**src/rtl/tff_pkg.sv**
```systemverilog
// Shared definitions for the toggle-flop counter family: direction encoding
// and the load clamp rule, kept here so every instance and any model of the
// counter agree on the same clamp behaviour.
package tff_pkg;

  // Direction encoding on up_dn.
  localparam logic DIR_UP   = 1'b1;
  localparam logic DIR_DOWN = 1'b0;

  // Largest supported counter width.
  localparam int unsigned MAX_WIDTH = 16;

  // A loaded value that falls outside the count sequence is pinned to the
  // last legal state, so the counter can never leave 0..modulus-1.
  function automatic int unsigned clamp_load(input int unsigned val,
                                             input int unsigned modulus);
    return (val < modulus) ? val : (modulus - 1);
  endfunction

endpackage

```
**src/rtl/tff_stage.sv**
```systemverilog
// Single toggle flop: Q flips on each rising clk edge where in_T is high.
// Port names follow the legacy single-bit toggle flop it replaces.
module tff_stage (
  input  logic clk,
  input  logic reset,
  input  logic in_T,
  output logic Q,
  output logic QBar
);

  // Toggle state, cleared asynchronously while reset is low.
  // NOTE: flop state is written with <= so every stage samples its inputs
  // before any stage updates, regardless of block evaluation order.
  always_ff @(posedge clk or negedge reset) begin
    if (!reset) begin
      Q <= 1'b0;
    end else if (in_T) begin
      Q <= ~Q;
    end
  end

  assign QBar = ~Q;

endmodule

```
**src/rtl/tff_counter.sv**
```systemverilog
// Modulo-MODULUS up/down counter built from WIDTH toggle-flop stages.
// Load has priority over counting; tc is combinational so it can drive the
// en of a downstream stage in the same cycle; wrap is a registered pulse in
// the cycle after the count passes the end of its sequence.
module tff_counter
  import tff_pkg::*;
#(
  parameter int WIDTH   = 4,
  parameter int MODULUS = 16
) (
  input  logic             clk,
  input  logic             reset,
  input  logic             en,
  input  logic             up_dn,
  input  logic             load,
  input  logic [WIDTH-1:0] load_val,
  output logic [WIDTH-1:0] count,
  output logic [WIDTH-1:0] count_bar,
  output logic             tc,
  output logic             wrap
);

  // Reject parameter combinations that cannot form a valid sequence.
  if (WIDTH < 1 || WIDTH > MAX_WIDTH) begin : g_bad_width
    $error("tff_counter: WIDTH=%0d outside 1..%0d", WIDTH, MAX_WIDTH);
  end
  if (MODULUS < 2 || MODULUS > (1 << WIDTH)) begin : g_bad_modulus
    $error("tff_counter: MODULUS=%0d outside 2..2**WIDTH", MODULUS);
  end

  localparam logic [WIDTH-1:0] MAX_CNT = WIDTH'(MODULUS - 1);

  logic [WIDTH-1:0] load_clamped;
  logic [WIDTH-1:0] count_inc;
  logic [WIDTH-1:0] count_dec;
  logic [WIDTH-1:0] count_next;
  logic [WIDTH-1:0] toggle;
  logic             at_max;
  logic             at_zero;
  logic             wrap_next;

  assign at_max  = (count == MAX_CNT);
  assign at_zero = (count == '0);

  // Explicit wrap at both ends; with MODULUS = 2**WIDTH this coincides with
  // natural binary overflow, so both cases share one path.
  assign count_inc = at_max  ? '0      : count + 1'b1;
  assign count_dec = at_zero ? MAX_CNT : count - 1'b1;

  assign load_clamped = WIDTH'(clamp_load(32'(load_val), 32'(MODULUS)));

  // Next-state selection with load > en > hold priority.
  // NOTE: every output of this block gets a default first so no path leaves
  // it unassigned, which would otherwise infer a latch.
  always_comb begin
    count_next = count;
    wrap_next  = 1'b0;
    if (load) begin
      count_next = load_clamped;
    end else if (en) begin
      if (up_dn == DIR_UP) begin
        count_next = count_inc;
        wrap_next  = at_max;
      end else begin
        count_next = count_dec;
        wrap_next  = at_zero;
      end
    end
  end

  // A stage toggles exactly where its current and next bits differ.
  assign toggle = count ^ count_next;

  for (genvar i = 0; i < WIDTH; i++) begin : g_stage
    tff_stage u_stage (
      .clk  (clk),
      .reset(reset),
      .in_T (toggle[i]),
      .Q    (count[i]),
      .QBar (count_bar[i])
    );
  end

  // One-cycle wrap pulse following the wrapping edge.
  always_ff @(posedge clk or negedge reset) begin
    if (!reset) begin
      wrap <= 1'b0;
    end else begin
      wrap <= wrap_next;
    end
  end

  // Terminal count: next enabled edge will wrap.
  assign tc = en & ~load & ((up_dn & at_max) | (~up_dn & at_zero));

endmodule

```
**config.mk**
```make
export PLATFORM = sky130hd
export DESIGN_NAME = tff_counter
export DESIGN_NICKNAME = d
export VERILOG_FILES = /design/src/rtl/tff_pkg.sv /design/src/rtl/tff_stage.sv /design/src/rtl/tff_counter.sv
export SDC_FILE = /design/constraint.sdc
export NUM_CORES = 1
export LEC_CHECK = 0
export CAP_MARGIN = 40
export CORE_AREA = 2 2 39 41
export CTS_CLUSTER_DIAMETER = 200
export DETAILED_ROUTE_END_ITERATION = 10
export DIE_AREA = 0 0 41 43
export DONT_BUFFER_PORTS = 1
export GPL_TIMING_DRIVEN = 1
export MAX_ROUTING_LAYER = met4
export PLACE_DENSITY = 0.49
export SLEW_MARGIN = 0
export SYNTH_ARGS = -nofsm -noshare
export SYNTH_HDL_FRONTEND = slang
export SYNTH_SLANG_ARGS = --single-unit
```
**constraint.sdc**
```tcl
create_clock -name clk -period 1.4 [get_ports clk]
set_input_delay 0.21 -clock clk [delete_from_list [all_inputs] [get_ports clk]]
set_output_delay 0.21 -clock clk [all_outputs]
set_load 0.005 [all_outputs]
```
==> flow_metrics.env <==
export IMPL_status="finished, violations left"
export IMPL_violations="setup timing"
export IMPL_grt_usage_pct=14.6
export IMPL_cts_clk_slew_worst_paths_ns=0.04
export IMPL_cts_sink_count=5
export IMPL_port_buffers=0
export IMPL_drive_gt1_share_pct=46.0
export IMPL_netlist_top_cells_count="8 x buf_4, 5 x a21oi_1, 5 x dfrtp_1"
export IMPL_dpl_worst_slack_ns=-0.0314
export IMPL_syn_inst=55
export IMPL_totalWireLength_um=1080
export IMPL_wl_met1_um=435
export IMPL_synth_nets=67
export IMPL_final_util_pct=42.0
export IMPL_finalMaxSlewViolations=0
export IMPL_critPathLaunchType="register"
export IMPL_p_sw_share_pct=31.8
export IMPL_timing_hold_ws_ns=0.0455
export IMPL_grt_pass1_wl_um=1700
export IMPL_drt_antenna_violating_nets=0
export IMPL_whs_path_depth=1
export IMPL_grt_overflow=0
export IMPL_power_frac_seq_pct=31.2
export IMPL_worstSetupPathType="register to primary output"
export IMPL_fin_ws_ns=-0.171
export IMPL_worstMarginPinSlew_ns=0.236
export IMPL_ir_worst_vdd_uv=421
export IMPL_first_pass_iters=4
export IMPL_p_comb_share_pct=40.9
export IMPL_diodes=0
export IMPL_r2r_end="g_stage[2].u_stage.Q"
export IMPL_rsz0062_at_grt="yes"
export IMPL_fin_crit_ns=1.57
export IMPL_clockPowerShare_pct=27.8
export IMPL_grt_max_degree=12
export IMPL_synth_area_leaders="dfrtp_1 27%, buf_4 13%, ha_1 8.2%"
export IMPL_gpl_final_weighted_congestion=0.703
export IMPL_drt_iter0_markers=9
export IMPL_ff2ff_path_depth=7
export IMPL_max_freq_mhz=637
export IMPL_hp_class="primary input to register"
export IMPL_die_w_um=41
export IMPL_cellLeakagePower_uw=0.000254
export IMPL_synth_main_ff_cell="dfrtp_1"
export IMPL_avgRoutedWirePerCell_um=13.7
export IMPL_cp_end_kind="primary output"
export IMPL_met3WireLength_um=85
export IMPL_cts_buffers=3
export IMPL_cts_root_buf="clkbuf_4"
export IMPL_p_switching_uw=183
export IMPL_synth_area_per_cell_um2=8.35
export IMPL_finalSetupViolCount=3
export IMPL_worstHoldStart="load"
export IMPL_io_pins=19
export IMPL_post_route_period_util_pct=112
export IMPL_antenna_found_initial=0
export IMPL_crit_fanout=4
export IMPL_async_flop_share_pct=100
export IMPL_required_ns=1.19
export IMPL_dieArea_mm2=0.00176
export IMPL_yosysWarnings=0
export IMPL_finalHoldViolCount=0
export IMPL_pwr_density_cell_mw_per_mm2=992
export IMPL_ys_seq_elements=5
export IMPL_max_slew_margin_pct=84.2
export IMPL_synthToLayoutAreaGrowth_pct=26.4
export IMPL_holdPathEnd="wrap"
export IMPL_met2_length_um=562
export IMPL_dpl_hpwl_um=794
export IMPL_cap_violations=0
export IMPL_clk_latency_ns=0.24
export IMPL_finClkSkew_ns=0.00193
export IMPL_r2r_slack_ns=-0.05
export IMPL_core_mm2=0.00138
export IMPL_vias_per_cell=5.16
export IMPL_worstPathArrival_ns=1.36
export IMPL_vias=408
export IMPL_r2r_start="g_stage[0].u_stage.Q"
export IMPL_syn_cell_area_um2=459
export IMPL_synth_enable_flop_cells=0
export IMPL_synth_most_common_cell="buf_4"
export IMPL_synth_cell_types=25
export IMPL_cts_max_level=1
export IMPL_nets=76
export IMPL_synth_top_area_share_pct=27.2
export IMPL_grt_pass1_vias=387
export IMPL_remaining_drc_errors=0
export IMPL_p_int_uw=393
export IMPL_tritoncts="yes"
export IMPL_fp_row_count=14
export IMPL_top_layer="met3"
export IMPL_initial_core_util_pct=33.2
export IMPL_synth_top_area_cell="dfrtp_1"
export IMPL_clk_path_buf_depth=2
export IMPL_ys_seq_area_share_pct=27.2
export IMPL_die_h_um=43
[layout make-up]
class / count / area (um^2)
repair buffers: 14 / 108
flip-flops and latches: 5 / 125
fillers: 154 / 803
multi-input cells: 34 / 279
inverters: 6 / 22.5
clock buffers: 4 / 26.3
well taps: 16 / 20.0
[logic make-up after synthesis]
| kind of cell | count (synthesis) | synth area share, % |
|---|---|---|
| buffers and inverters | 16 | 21.3 |
| AOI/OAI and AO/OA | 15 | 22.6 |
| and+or+nand+nor | 13 | 13.6 |
| DFF | 5 | 27.2 |
| adders and majority gates | 3 | 8.18 |
| xor gates and xnor gates | 2 | 3.82 |
| muxes | 1 | 3.27 |
[power by group through the flow]
stage | combinational [uW] | sequential, uW | clock (uW)
2_1_floorplan | 154 | 181 | 0
3_3_place_gp | 180 | 182 | 0
3_5_place_dp | 179 | 182 | 0
4_1_cts | 198 | 179 | 172
5_1_grt | 260 | 182 | 178
6_report | 236 | 180 | 160
[worst max path at each step]
stage / slack [ns] / cells past startpoint / start / to
6_report: -0.17 / 5 / g_stage[1].u_stage.Q / tc
5_1_grt: -0.26 / 5 / g_stage[0].u_stage.Q / tc
4_1_cts: -0.21 / 5 / g_stage[0].u_stage.Q / tc
3_5_place_dp: -0.03 / 5 / g_stage[0].u_stage.Q / tc
3_3_place_gp: -0.04 / 6 / g_stage[0].u_stage.Q / g_stage[2].u_stage.Q
2_1_floorplan: 0.02 / 5 / g_stage[1].u_stage.Q / tc
[stage by stage]
step	total power, uW	std cells	instance area (um^2)	TNS (ns)
3_5_place_dp	361	70	472	-0.0582
4_1_cts	549	77	528	-0.211
3_3_place_gp	362	70	472	-0.0744
6_report	576	79	581	-0.234
5_1_grt	620	79	581	-0.509
2_1_floorplan	335	55	459	0
[layout by cell type, fill, tap and decap left out, drive strengths merged]
| cell | count |
|---|---|
| o31a | 1 |
| buf | 13 |
| nor3 | 3 |
| ha | 3 |
| clkbuf | 4 |
| dlygate4sd3 | 1 |
| dfrtp | 5 |
| mux2 | 1 |
| o311a | 1 |
| a21oi | 6 |
| nand2 | 3 |
| nand4 | 2 |
| nor2 | 3 |
| a31oi | 1 |
| o21ai | 4 |
| nor2b | 1 |
| o41ai | 1 |
| nand2b | 1 |
| xnor2 | 1 |
| clkinv | 1 |
| inv | 5 |
| a311oi | 1 |
| xor2 | 1 |
[metal layers]
metal,vias to the layer above,track usage [%]
met5,-,-
met4,0,6.00
met3,0,3.14
met2,19,20.0
met1,190,20.4
li1,199,-
[sequential cells by signal (all words and copies together) (netlist names)]
name,count
g_stage.u_stage.Q,4
wrap,1
[critical path: stages (launching register included)]
cell	delay, ns
dfrtp_1	0.40
inv_2	0.13
ha_4	0.14
nand2b_1	0.06
o31a_1	0.26
nor3_2	0.14
[what timing repair did]
action / in CTS / in global routing
setup buffers: 2 / 2
hold buffers: 1 / 0
pin swaps: 0 / 2
endpoints found under the hold margin: 5 / 0
endpoints found under the setup margin: 2 / 4
resized for setup: 2 / 9
Note: power is estimated with default switching activity, not from simulation.
